## config.mk

```make
export PLATFORM = sky130hd
export DESIGN_NAME = adc_uart_tx
export DESIGN_NICKNAME = d
export VERILOG_FILES = /design/src/rtl/adc_uart_tx.sv
export SDC_FILE = /design/constraint.sdc
export NUM_CORES = 1
export LEC_CHECK = 0
export BUFFER_PORTS_ARGS = -buffer_cell sky130_fd_sc_hd__buf_2
export CAP_MARGIN = 20
export CORE_MARGIN = 2
export CORE_UTILIZATION = 50
export CTS_CLUSTER_DIAMETER = 60
export DETAILED_ROUTE_END_ITERATION = 8
export PLACE_DENSITY = 0.79
export RECOVER_POWER = 25
export SETUP_SLACK_MARGIN = 0.5
export SYNTH_ARGS = -nofsm -noshare
export SYNTH_HDL_FRONTEND = slang
export SYNTH_SLANG_ARGS = --single-unit
```

## constraint.sdc

```tcl
create_clock -name clk_i -period 4.4 [get_ports clk_i]
set_input_delay 0.66 -clock clk_i [delete_from_list [all_inputs] [get_ports clk_i]]
set_output_delay 0.66 -clock clk_i [all_outputs]
set_load 0.01 [all_outputs]
```

## src/rtl/adc_uart_tx.sv

```systemverilog
// Serialises one captured ADC word onto an 8N1 UART line as two bytes:
// the zero-extended upper bits first, then the low eight bits.
//
// state | meaning
// IDLE  | line high, waiting for start_i
// START | start bit (0) of the current byte
// DATA  | eight data bits, LSB first
// STOP  | stop bit (1); chains to byte 1 or finishes the frame
module adc_uart_tx #(
   parameter int Width   = 12,
   parameter int BaudDiv = 434
) (
   input  logic             clk_i,
   input  logic             rst_i,
   input  logic             start_i,
   input  logic [Width-1:0] din_i,
   output logic             busy_o,
   output logic             done_o,
   output logic             tx_o
);

   localparam int BW = (BaudDiv > 1) ? $clog2(BaudDiv) : 1;
   localparam logic [BW-1:0] BAUD_LAST = BW'(BaudDiv - 1);

   typedef enum logic [1:0] {
      IDLE  = 2'd0,
      START = 2'd1,
      DATA  = 2'd2,
      STOP  = 2'd3
   } state_t;

   state_t           state_q, state_d;
   logic [Width-1:0] hold_q, hold_d;
   logic [BW-1:0]    baud_q, baud_d;
   logic [2:0]       bit_idx_q, bit_idx_d;
   logic             byte_sel_q, byte_sel_d;
   logic             tx_q, tx_d;
   logic             busy_q, busy_d;
   logic             done_q, done_d;

   logic [7:0] byte_hi;
   logic [7:0] cur_byte;
   logic [2:0] nxt_idx;
   logic       bit_end;

   assign byte_hi  = 8'(hold_q[Width-1:8]);
   assign cur_byte = byte_sel_q ? hold_q[7:0] : byte_hi;
   assign nxt_idx  = bit_idx_q + 3'd1;
   assign bit_end  = (baud_q == BAUD_LAST);

   always_comb begin
      state_d    = state_q;
      hold_d     = hold_q;
      baud_d     = baud_q;
      bit_idx_d  = bit_idx_q;
      byte_sel_d = byte_sel_q;
      tx_d       = tx_q;
      busy_d     = busy_q;
      done_d     = 1'b0;

      if (state_q != IDLE) begin
         baud_d = bit_end ? '0 : baud_q + BW'(1);
      end

      case (state_q)
         IDLE: begin
            tx_d = 1'b1;
            if (start_i) begin
               hold_d     = din_i;
               busy_d     = 1'b1;
               tx_d       = 1'b0;
               state_d    = START;
               byte_sel_d = 1'b0;
               baud_d     = '0;
               bit_idx_d  = '0;
            end
         end
         START: begin
            if (bit_end) begin
               state_d   = DATA;
               bit_idx_d = '0;
               tx_d      = cur_byte[0];
            end
         end
         DATA: begin
            if (bit_end) begin
               if (bit_idx_q == 3'd7) begin
                  state_d = STOP;
                  tx_d    = 1'b1;
               end else begin
                  bit_idx_d = nxt_idx;
                  tx_d      = cur_byte[nxt_idx];
               end
            end
         end
         STOP: begin
            if (bit_end) begin
               if (!byte_sel_q) begin
                  byte_sel_d = 1'b1;
                  state_d    = START;
                  tx_d       = 1'b0;
               end else begin
                  state_d = IDLE;
                  busy_d  = 1'b0;
                  done_d  = 1'b1;
                  tx_d    = 1'b1;
               end
            end
         end
         default: begin
            state_d = IDLE;
            tx_d    = 1'b1;
            busy_d  = 1'b0;
         end
      endcase
   end

   always_ff @(posedge clk_i or posedge rst_i) begin
      if (rst_i) begin
         state_q    <= IDLE;
         hold_q     <= '0;
         baud_q     <= '0;
         bit_idx_q  <= '0;
         byte_sel_q <= 1'b0;
         tx_q       <= 1'b1;
         busy_q     <= 1'b0;
         done_q     <= 1'b0;
      end else begin
         state_q    <= state_d;
         hold_q     <= hold_d;
         baud_q     <= baud_d;
         bit_idx_q  <= bit_idx_d;
         byte_sel_q <= byte_sel_d;
         tx_q       <= tx_d;
         busy_q     <= busy_d;
         done_q     <= done_d;
      end
   end

   assign tx_o   = tx_q;
   assign busy_o = busy_q;
   assign done_o = done_q;

endmodule

```

=== After elaboration in Yosys (flattened, before gate mapping) ===
Index checks and enable logic that the tools add are counted.

* Reductions and logical operators: 10
* Muxes and demuxes: 35
* Order comparisons: 1
* Equal/unequal tests: 12
* Add/subtract/negate cells: 2

{| class="wikitable"
|+ Operators by type and width
! cell !! count
|-
| 9-bit two-way mux || 4
|-
| 1-bit two-way mux || 15
|-
| 2-bit != test, second input constant || 7
|-
| 3-bit two-way mux || 4
|-
| 2-bit two-way mux || 5
|-
| 5-bit AND reduction || 2
|-
| 9-bit by 1-bit adder with 9-bit output, second input constant || 1
|-
| 9-bit equality test, second input constant || 1
|-
| 3-bit one-hot mux with 3 select lines || 1
|-
| 8-bit two-way mux || 1
|-
| 2-bit one-hot mux with 4 select lines || 1
|-
| 3-bit AND reduction || 2
|-
| 2-bit equality test, second input constant || 2
|-
| 3-bit by 4-bit less-than comparator with 1-bit output, second input constant || 1
|-
| 1-bit one-hot mux with 2 select lines || 2
|-
| 1-bit one-hot mux with 4 select lines || 1
|-
| 4-bit AND reduction || 1
|-
| 2-bit nonzero test || 2
|-
| 3-bit by 1-bit adder with 3-bit output, second input constant || 1
|-
| 1-bit binary-select mux with 3-bit select || 1
|-
| 3-bit equality test, second input constant || 1
|-
| 3-bit nonzero test || 1
|-
| 2-bit by 1-bit equality test with 1-bit output, second input constant || 1
|-
| 2-bit logical NOT || 1
|-
| 2-bit AND reduction || 1
|}

* Input port bits: 15
* Register bits: 30
* Output and inout bits: 3

=== Longest topological paths before layout ===
Gate-level depths: netlist of run 1.

* Depth in word-level cells: 6
* Gate-level depth with buffers: 9

=== Least setup slack after synthesis of run 1 ===
No wires, ideal clock.

* Path kind: register to register
* Start point: register bit_idx_q[0]
* End point: register bit_idx_q[0]
* Library setup time: 125 ps
* Cell stages (with the launch flop): 6
* Setup slack: 2697 ps
* Data required time: 4275 ps
* Clock period less this slack: 1703 ps
* Data arrival time: 1578 ps
* Cell sequence: dfrtp_1 -> ha_1 -> ha_1 -> a221oi_1 -> o21ai_0 -> mux2_4

* Cells in the longest elaborated chain, start to end: 4

{| class="wikitable"
|+ Ends and longest elaborated chain
! item !! RTL line !! RTL
|-
| start: declaration || 35 || <nowiki>logic [2:0] bit_idx_q, bit_idx_d;</nowiki>
|-
| start signal: assignment || 132 || <nowiki>bit_idx_q <= bit_idx_d;</nowiki>
|-
| 3-bit by 1-bit adder with 3-bit output || 48 || <nowiki>assign nxt_idx = bit_idx_q + 3'd1;</nowiki>
|-
| 3-bit two-way mux || 87 || <nowiki>if (bit_idx_q == 3'd7) begin</nowiki>
|-
| 3-bit two-way mux || 86 || <nowiki>if (bit_end) begin</nowiki>
|-
| 3-bit one-hot mux with 3 select lines || 65 || <nowiki>case (state_q)</nowiki>
|}

Parallel ways exist; a longest one is shown, timed or not. The select of a mux whose other input is x is not followed.
A chain may end at the register's enable or synchronous reset.

=== Final worst setup path of run 1 ===
* Start point: register baud_q[1]
* End point: register baud_q[6]

* Cells in the longest elaborated chain, start to end: 5

{| class="wikitable"
|+ Ends and longest elaborated chain
! item !! RTL line !! RTL
|-
| start: declaration || 34 || <nowiki>logic [BW-1:0] baud_q, baud_d;</nowiki>
|-
| start signal: assignment || 131 || <nowiki>baud_q <= baud_d;</nowiki>
|-
| 9-bit by 1-bit adder with 9-bit output or 9-bit equality test (tied branches) || 62, 49 ||
|-
| 9-bit two-way mux (*) || 62 || <nowiki>baud_d = bit_end ? '0 : baud_q + BW'(1);</nowiki>
|-
| 9-bit two-way mux (*) || 61 || <nowiki>if (state_q != IDLE) begin</nowiki>
|-
| 9-bit two-way mux || 68 || <nowiki>if (start_i) begin</nowiki>
|-
| 9-bit two-way mux (*) || 65 ||
|-
| via baud_d[6] || 34 ||
|}

The timed path passes the listed nets; every way through them passes the cells marked *.

==> metrics, run 1 <==
unrepaired setup endpoints after global routing=false; Post-Synth Adder-Cell Area=0.0619; fin crit share=0.473; final net count=181; register area share after synthesis=0.465; DRC=0; total power draw=approximately 1 mW; Reg clk slew, reported paths=0.10 ns; htree depth=2; Worst Path Required=4.63 ns; Layout fillers=272; Clock Power Share=0.175; Seq cells post-synth=30; Reg area=752 um2; CTS tree=built; Final Hold Viols=0; Int Pwr=0.641 mW; final setup fails=0; vias in the first global route=1,057; design area=about 0.0018 mm2; Via density=5.50; dpl cell area=0.00176 mm2; clk_lat worst skew=0.34 ns; Hold-fix buffers, CTS=0; most frequent cells in the layout=dfrtp_1 (29), buf_2 (17), mux2_2 (15), nand2_1 (11), o21ai_0 (11); Slew HR=0.265; max-slew violations=0; Post-Synth Simple-Gate Area=0.143; top_reg_cell synth=dfrtp_1; most common cell after layout, fill and taps aside=dfrtp_1; actual slew at the worst max-slew pin=roughly 1.1 ns; worst vdd ir=255 uV; Num CTS Buffers=5; multi-input logic area=816 um2; CTS sink cnt=30; CTS root buf=clkbuf_4; worst hold path type=in2async; NetSw=0.384 mW; layout cells sized above 1=0.333; Synth Area in Compound Gates=0.152; DP HPWL=2.18 mm; Via Count=1,116; WP data arrival=2.31 ns; Critical Path Start Type=register; Power Dens Cells=570 mW/mm2; Max Cap Viol=0; Synthesized Nets=160; Setup TNS=0 ns; WL per Instance=roughly 15 um; Die ar.=0.00370 mm2; average instance area after synthesis=11.8 um2; die span in y=60.9 um; routed wire length=2.96 mm; Gate power share=0.401; area grow syn2layout=11.2%; DRT iter0 DRCs=52; GPL Wtd Cong=about 0.83; # Post-CTS Setup Buffers=0; Synth Area in XOR/XNOR=0.00542; Post-synth EDFFs=0; result of the run=finished clean; IO Count=18; CP Class=reg2reg; post-route ant nets=0; crit path max fanout=12; Max Root-Sink Buffers=2; PortBufs=17; ant diodes=0; ys async rst share=1.00; FF-to-FF path depth=6; Reg power frac=0.424; wire length of the first global-routing pass=4.91 mm; Chip Width=60.9 um; Mapped Area=0.00162 mm2; count of cell types in the netlist=39; RR Startpoint=baud_q[1]; post-cts resize count=0; Worst R2R End=baud_q[6]; grt ovf=0; mux cell area share after synthesis=0.142; antenna violations before repair=0; CORE AREA=0.00305 mm2; P_leak=about 0.84 nW; Yosys warnings=0; reg2reg setup slack=roughly 2.3 ns; Fmax=between 0.4 and 0.5 GHz; Std-Cell Rows=20; All-Layer GR Usage=0.187; Worst setup EP type=register; initial core utilization=0.530; drt pass-1 iters=4; Clock Skew=0.0156 ns; largest family of logic cells by synthesized area=compound AO/OA/AOI/OAI gates; Switching Fraction=0.375; Tmin final=2.08 ns; largest net degree at the start of global routing=22; placed instance count=195; launch point of the worst path=baud_q[1]; fin cells=203; synthesized netlist cell count=137
==> Yosys cell counts, types with 3 or more instances <==
master / instances / area [um2]
o21ai_0: 11 / 55.1
buf_2: 3 / 15.0
ha_1: 8 / 100
a22o_1: 3 / 26.3
dfrtp_1: 29 / 726
o31ai_1: 4 / 30.0
and3_1: 5 / 31.3
nor3b_1: 3 / 22.5
mux2_2: 15 / 169
nor2_1: 6 / 22.5
nand2_1: 11 / 41.3
inv_1: 6 / 22.5
==> flip-flops by register name, indices dropped and copies added, names as in the netlist <==
register	cells
busy_o	1
done_o	1
hold_q	12
bit_idx_q	3
baud_q	9
tx_o	1
state_q	2
byte_sel_q	1
==> final cells by class <==
class	count	share of cell area
inverter	6	0.0125
timing repair buffer	18	0.0494
clock buffer	6	0.0285
sequential	30	0.418
multi-input combinational	97	0.454
tap	44	0.0306
clock inverter	2	0.00696
==> routing by layer <==
metal	vias to the layer above	wire, um	GRT usage
li1	547	-	-
met1	542	1390	0.242
met2	21	1420	0.289
met3	6	96	0.0448
met4	0	56	0.102
met5	-	0	0
==> metrics by stage <==
step	utilization	hold WS, ns	worst slack, ns
finish	0.589	0.271	2.32
global route	0.589	0.288	2.13
floorplan	-	0.474	2.70
CTS	0.597	0.324	2.35
detailed placement	0.576	0.485	2.37
global placement	0.567	0.472	2.44
==> cells by family (layout without fill, tap and decap cells) <==
logic type	after synthesis	count (layout)
fa+ha+maj	8	8
flops	30	30
mux	18	18
xor+xnor	1	1
simple gates	37	37
compound gates	33	33
buf+inv	10	32
==> critical path, cell delays in order, from the launching register on <==
cell,delay (ns)
dfrtp_1,0.41
inv_1,0.08
ha_1,0.15
nand4_2,0.12
o41ai_2,0.73
o21ai_0,0.26
a21o_1,0.22
==> how the worst max path moves through the flow <==
stage | to | slack, ns
after global placement | baud_q[7] | 2.44
after CTS | baud_q[7] | 2.35
final | baud_q[6] | 2.32
after global routing | baud_q[7] | 2.13
after detailed placement | baud_q[7] | 2.37
after floorplan | bit_idx_q[0] | 2.70
==> power by group through the flow <==
stage / registers [mW] / clock network (mW) / logic, mW
2_1_floorplan: 0.423 / 0 / 0.336
3_3_place_gp: 0.432 / 0 / 0.387
3_5_place_dp: 0.442 / 0 / 0.413
4_1_cts: 0.436 / 0.185 / 0.415
5_1_grt: 0.452 / 0.199 / 0.455
6_report: 0.435 / 0.179 / 0.411
(Power assumes the default switching activity.)
==> run 2, diff against run 1 <==
--- a/config.mk
+++ b/config.mk
@@ -5,13 +5,14 @@
 export SDC_FILE = /design/constraint.sdc
 export NUM_CORES = 1
 export LEC_CHECK = 0
+export ABC_AREA = 1
 export BUFFER_PORTS_ARGS = -buffer_cell sky130_fd_sc_hd__buf_2
 export CAP_MARGIN = 20
 export CORE_MARGIN = 2
 export CORE_UTILIZATION = 50
 export CTS_CLUSTER_DIAMETER = 60
 export DETAILED_ROUTE_END_ITERATION = 8
-export PLACE_DENSITY = 0.79
+export PLACE_DENSITY = 0.81
 export RECOVER_POWER = 25
 export SETUP_SLACK_MARGIN = 0.5
 export SYNTH_ARGS = -nofsm -noshare
==> constraint.sdc (replaced) <==
create_clock -name clk_i -period 1.72 [get_ports clk_i]
set_input_delay 0.258 -clock clk_i [delete_from_list [all_inputs] [get_ports clk_i]]
set_output_delay 0.258 -clock clk_i [all_outputs]
set_load 0.01 [all_outputs]
==> metrics, run 2 <==
worst hold path type=in2reg; Mapped Area=0.00165 mm2 (+2.3%); fin crit share=0.930 (+0.457); placed instance count=266 (+36%); count of cell types in the netlist=29 (-26%); Num CTS Buffers=5 (unchanged); Post-synth EDFFs=0 (unchanged); Yosys warnings=0 (unchanged); die span in y=61.5 um (+1.1%); DRC=0 (unchanged); register area share after synthesis=0.455 (-0.0106); max-slew violations=0 (unchanged); Slew HR=0.501 (+0.236); Synthesized Nets=228 (+43%); P_leak=1.13 nW (+36%); htree depth=2 (unchanged); reg2reg setup slack=0.12 ns (-2.20 ns); Reg clk slew, reported paths=0.10 ns (about the same); share of the synthesized area in the top cell type=0.439 (-0.0102); Setup TNS=0 ns (unchanged); synthesized netlist cell count=205 (+50%); Critical Path Start Type=register; final setup fails=0 (unchanged); Seq cells post-synth=30 (unchanged); CORE AREA=0.00310 mm2 (+1.6%); largest net degree at the start of global routing=31 (+41%); Synth area leader=dfrtp_1; most frequent cells in the layout=nand2_1 (55), dfrtp_1 (26), inv_1 (18), buf_4 (18), buf_2 (16); initial core utilization=0.533 (+0.00356); CTS sink cnt=30 (unchanged); Worst R2R End=state_q[1]; grt ovf=0 (unchanged); ant diodes=0 (unchanged); biggest regs=hold_q (12), baud_q (9), bit_idx_q (3); Synth Area in Compound Gates=0.132 (-0.0201); Worst setup EP type=register; dpl cell area=0.00188 mm2 (+6.7%); CP Class=reg2reg; average instance area after synthesis=8.07 um2 (-32%); actual slew at the worst max-slew pin=0.748 ns (-0.354 ns); CTS root buf=clkbuf_4; cell count of the worst hold path=3; RR Startpoint=baud_q[2]; clk_lat worst skew=0.35 ns (about the same); GPL Wtd Cong=0.934 (+13%); Post-Synth Simple-Gate Area=0.244 (+0.100); Post-Synth Adder-Cell Area=0.0605 (-0.00141); max reg flops=12 (unchanged); routed wire length=4.91 mm (+66%); Hold Startpoint=din_i[1]; Largest Register=hold_q; dominant cells by area after synthesis=dfrtp_1 (44%), nand2_1 (15%), ha_1 (6.1%), inv_1 (5.9%), o21ai_0 (4.2%); final net count=278 (+54%); ys async rst share=1.00 (unchanged); drt pass-1 iters=4 (unchanged); Hold Slack=0.104 ns (-0.167 ns); antenna violations before repair=0 (unchanged); Final Hold Viols=0 (unchanged); WL per Instance=16.5 um (+13%); Synth Area in XOR/XNOR=0.0265 (+0.0211); Via Count=1,632 (+46%); most common cell after layout, fill and taps aside=nand2_1; unrepaired setup endpoints after global routing=true; DP HPWL=2.29 mm (+5.0%); Worst Hold End=hold_q[1]; mux cell area share after synthesis=0 (-0.142); All-Layer GR Usage=0.244 (+0.0571); FF-to-FF path depth=8 (+2); Post-synth top cells=nand2_1 (65), dfrtp_1 (29), inv_1 (26); DRT iter0 DRCs=166 (+220%); layout cells sized above 1=0.437 (+0.104); fin cells=298 (+47%); vias in the first global route=1,450 (+37%); largest family of logic cells by synthesized area=simple AND/OR/NAND/NOR gates; CTS tree=built; Chip Width=61.5 um (+1.1%); IO Count=18 (unchanged); Fmax=0.625 GHz (+30%); design area=0.00239 mm2 (+33%); Std-Cell Rows=20 (unchanged); Power Dens Cells=1710 mW/mm2 (+200%); Die ar.=0.00378 mm2 (+2.2%); result of the run=finished clean; Max Cap Viol=0 (unchanged); Max Root-Sink Buffers=2 (unchanged); PortBufs=17 (unchanged); top_reg_cell synth=dfrtp_1; Via density=5.48 (-0.38%); wire length of the first global-routing pass=6.62 mm (+35%); post-route ant nets=0 (unchanged); Clock Skew=0.0112 ns (-0.00437 ns); Layout fillers=185 (-32%); Worst Path Required=1.95 ns (-2.68 ns); crit path max fanout=5 (-7); most common cell in the netlist=nand2_1; Tmin final=1.60 ns (-0.480 ns); WP data arrival=1.83 ns (-0.48 ns); worst vdd ir=862 uV (+240%); launch point of the worst path=baud_q[2]; area grow syn2layout=44.8%
-- run 2: cell types whose count changed after synthesis, moves of 4 or more --
cell | before | now
o22ai_1 | 2 | 6
nand3_1 | 2 | 12
mux2_2 | 15 | 0
a21oi_1 | 2 | 6
inv_1 | 6 | 26
o21ai_2 | 0 | 4
nand2_1 | 11 | 65
o31ai_1 | 4 | 0
and3_1 | 5 | 0
inv_2 | 0 | 4
-- run 2: area by class of cell --
class / instances / area, um2 / area share
flip-flops and latches: 30 / 756 / 0.316
well taps: 44 / 55.1 / 0.0230
clock buffers: 6 / 51.3 / 0.0214
multi-input cells: 140 / 977 / 0.408
inverters: 32 / 146 / 0.0611
repair buffers: 46 / 409 / 0.171
-- run 2: routing by layer --
metal	GRT usage	wire length, um	vias to the layer above
li1	-	-	757
met1	0.314	2010	786
met2	0.395	2390	69
met3	0.0756	306	20
met4	0.0729	200	0
met5	0	0	-
-- run 2: worst max path at each step --
stage	to	slack, ns
2_1_floorplan	bit_idx_q[0]	0.33
3_3_place_gp	bit_idx_q[2]	0.15
3_5_place_dp	bit_idx_q[2]	0.07
4_1_cts	state_q[0]	0.26
5_1_grt	baud_q[8]	0.08
6_report	state_q[1]	0.12
-- run 2: through the flow --
stage               setup slack [ns]   util  total power, mW
finish                         0.120  0.772             4.09
global route                  0.0767  0.772             4.37
CTS                            0.258  0.731             3.75
detailed placement            0.0749  0.604             2.70
global placement               0.150  0.604             2.65
floorplan                      0.325      -             2.37
-- run 2: logic make-up after synthesis --
family	count (synthesis)
compound gates	35
xor+xnor	5
fa+ha+maj	8
buf+inv	35
flops	30
simple gates	92
-- run 2: power by group --
part	switching (mW)	internal, mW	total [mW]	leakage, nW
clock network	0.241	0.184	0.424	0.0302
logic	1.33	1.14	2.47	0.724
registers	0.215	0.974	1.19	0.380
total	1.79	2.30	4.09	1.13
-- run 2: worst max-delay path: stages, from the launching register on --
cell	delay, ns
dfrtp_1	0.44
inv_1	0.13
nand4_1	0.18
nor2_4	0.20
inv_4	0.08
a21oi_4	0.21
nand2_2	0.11
nand2_1	0.08
nand2_1	0.05
-- run 2: timing repair --
action	4_1_cts	5_1_grt
hold buffers	1	0
hold endpoints to repair	16	0
resized for setup	40	24
buffers inserted	16	6
endpoints found under the setup margin	30	31
cloned	3	0
pin swaps	12	15
==> run 3, diff against run 2 <==
--- a/config.mk
+++ b/config.mk
@@ -9,10 +9,10 @@
 export BUFFER_PORTS_ARGS = -buffer_cell sky130_fd_sc_hd__buf_2
 export CAP_MARGIN = 20
 export CORE_MARGIN = 2
-export CORE_UTILIZATION = 50
+export CORE_UTILIZATION = 52
 export CTS_CLUSTER_DIAMETER = 60
 export DETAILED_ROUTE_END_ITERATION = 8
-export PLACE_DENSITY = 0.81
+export PLACE_DENSITY = 0.84
 export RECOVER_POWER = 25
 export SETUP_SLACK_MARGIN = 0.5
 export SYNTH_ARGS = -nofsm -noshare
==> metrics, run 3 (same netlist as run 2, synthesis figures left out) <==
CTS sink cnt=30 (unchanged); routed wire length=6.16 mm (+26%); grt ovf=0 (unchanged); initial core utilization=0.546 (+0.0132); DRT iter0 DRCs=255 (+54%); final net count=289 (+4.0%); DP HPWL=2.34 mm (+2.1%); Largest Register=hold_q; Worst Path Required=1.94 ns (about the same); Hold Slack=0.122 ns (+0.0182 ns); most frequent cells in the layout=nand2_1 (52), buf_4 (26), dfrtp_1 (25), buf_2 (16), inv_1 (15); Critical Path Start Type=register; post-route ant nets=0 (unchanged); Via density=5.86 (+7.1%); Num CTS Buffers=5 (unchanged); Power Dens Cells=1760 mW/mm2 (+3.2%); Reg clk slew, reported paths=0.10 ns (about the same); Max Root-Sink Buffers=2 (unchanged); CP Class=reg2reg; drt pass-1 iters=5 (+1); GPL Wtd Cong=0.884 (-5.3%); Clock Skew=0.0156 ns (+0.00445 ns); Slew HR=0.680 (+0.178); Die ar.=0.00365 mm2 (-3.6%); ant diodes=0 (unchanged); largest net degree at the start of global routing=20 (-35%); CTS root buf=clkbuf_4; Final Hold Viols=0 (unchanged); Worst setup EP type=register; die span in y=60.4 um (-1.8%); vias in the first global route=1,629 (+12%); Tmin final=1.67 ns (+0.0715 ns); Layout fillers=130 (-30%); biggest regs=hold_q (12), baud_q (9), bit_idx_q (3); PortBufs=17 (unchanged); WL per Instance=19.9 um (+21%); CORE AREA=0.00303 mm2 (-2.4%); multi-input logic area=966 um2 (-1.2%); Std-Cell Rows=20 (unchanged); actual slew at the worst max-slew pin=0.480 ns (-0.268 ns); total power draw=4.38 mW (+7.3%); layout cells sized above 1=0.489 (+0.0517); worst hold path type=in2reg; IO Count=18 (unchanged); Fmax=0.598 GHz (-4.3%); area grow syn2layout=50.5%; max reg flops=12 (unchanged); Max Cap Viol=0 (unchanged); Chip Width=60.4 um (-1.8%); unrepaired setup endpoints after global routing=true; All-Layer GR Usage=0.266 (+0.0222); Reg area=757 um2 (+0.17%); clk_lat worst skew=0.35 ns (about the same); fin crit share=0.972 (+0.0416); wire length of the first global-routing pass=7.07 mm (+6.9%); CTS tree=built; WP data arrival=1.89 ns (+0.06 ns); htree depth=2 (unchanged); worst vdd ir=973 uV (+13%); Setup WS pre-CTS=0.0939 ns (+0.0189 ns); result of the run=finished clean; Via Count=1,818 (+11%); crit path max fanout=4 (-1); max-slew violations=0 (unchanged); DRC=0 (unchanged); most common cell after layout, fill and taps aside=nand2_1; final worst slack=0.0486 ns (-0.0715 ns); P_leak=1.18 nW (+4.0%); antenna violations before repair=0 (unchanged); final setup fails=0 (unchanged)
## run 3: cell count changes in the layout (fill, tap and decap cells not counted), moves of 3 or more
cell | previous run | this run
nand2_2 | 8 | 12
o21ai_1 | 10 | 6
inv_1 | 18 | 15
buf_4 | 18 | 26
nand2_1 | 55 | 52
## run 3: timing repair
| item | in CTS | in global routing |
|---|---|---|
| setup endpoints to repair | 31 | 31 |
| gates cloned | 3 | 0 |
| hold buffers | 1 | 0 |
| buffers inserted | 18 | 15 |
| hold endpoints to repair | 10 | 0 |
| pin swaps | 18 | 15 |
| gates resized for setup | 34 | 36 |
## run 3: final cells by class
class                   count  area share
clock buffers               7      0.0181
inverters                  32      0.0588
multi-input cells         140       0.388
flip-flops and latches     30       0.304
well taps                  44      0.0221
repair buffers             57       0.209
## run 3: worst max-delay path: stages (launching register included)
cell,delay [ns]
dfrtp_2,0.43
ha_2,0.20
nand2_1,0.06
nor2_2,0.14
nand3_2,0.14
nor2_4,0.18
nand2_1,0.09
xor2_1,0.23
o21ai_1,0.10
## run 3: per-layer routing
layer / global-route usage / vias to the layer above / part of all wire
li1: - / 779 / -
met1: 0.307 / 861 / 0.38
met2: 0.453 / 131 / 0.48
met3: 0.0682 / 47 / 0.078
met4: 0.143 / 0 / 0.057
met5: 0 / - / 0
## run 3: path summary, 6_finish.rpt
| kind | end | slack [ns] | from | cells after the start |
|---|---|---|---|---|
| worst max-delay path | baud_q[8] | 0.05 | baud_q[0] | 8 |
| worst min-delay path | hold_q[9] | 0.12 | din_i[9] | 3 |
| worst max register to register | baud_q[8] | 0.05 | baud_q[0] | 8 |
| worst min register to register | hold_q[9] | 0.52 | hold_q[9] | 2 |
| max in group asynchronous | byte_sel_q | 0.39 | rst_i | 4 |
| min in group asynchronous | baud_q[1] | 0.49 | rst_i | 3 |
## run 3: metrics by stage
step | area, um2 | setup TNS, ns | std cells | util
after floorplan | 1730 | 0 | 205 | -
after global placement | 1890 | 0 | 266 | 0.624
after detailed placement | 1890 | 0 | 266 | 0.624
after CTS | 2280 | 0 | 295 | 0.752
after global routing | 2490 | -0.0397 | 310 | 0.822
final | 2490 | 0 | 310 | 0.822
## run 3: power by group
group	total, mW	switching [mW]	internal [mW]	leakage, nW
sequential	1.22	0.239	0.977	0.379
clock	0.398	0.244	0.154	0.0254
combinational	2.77	1.50	1.27	0.776
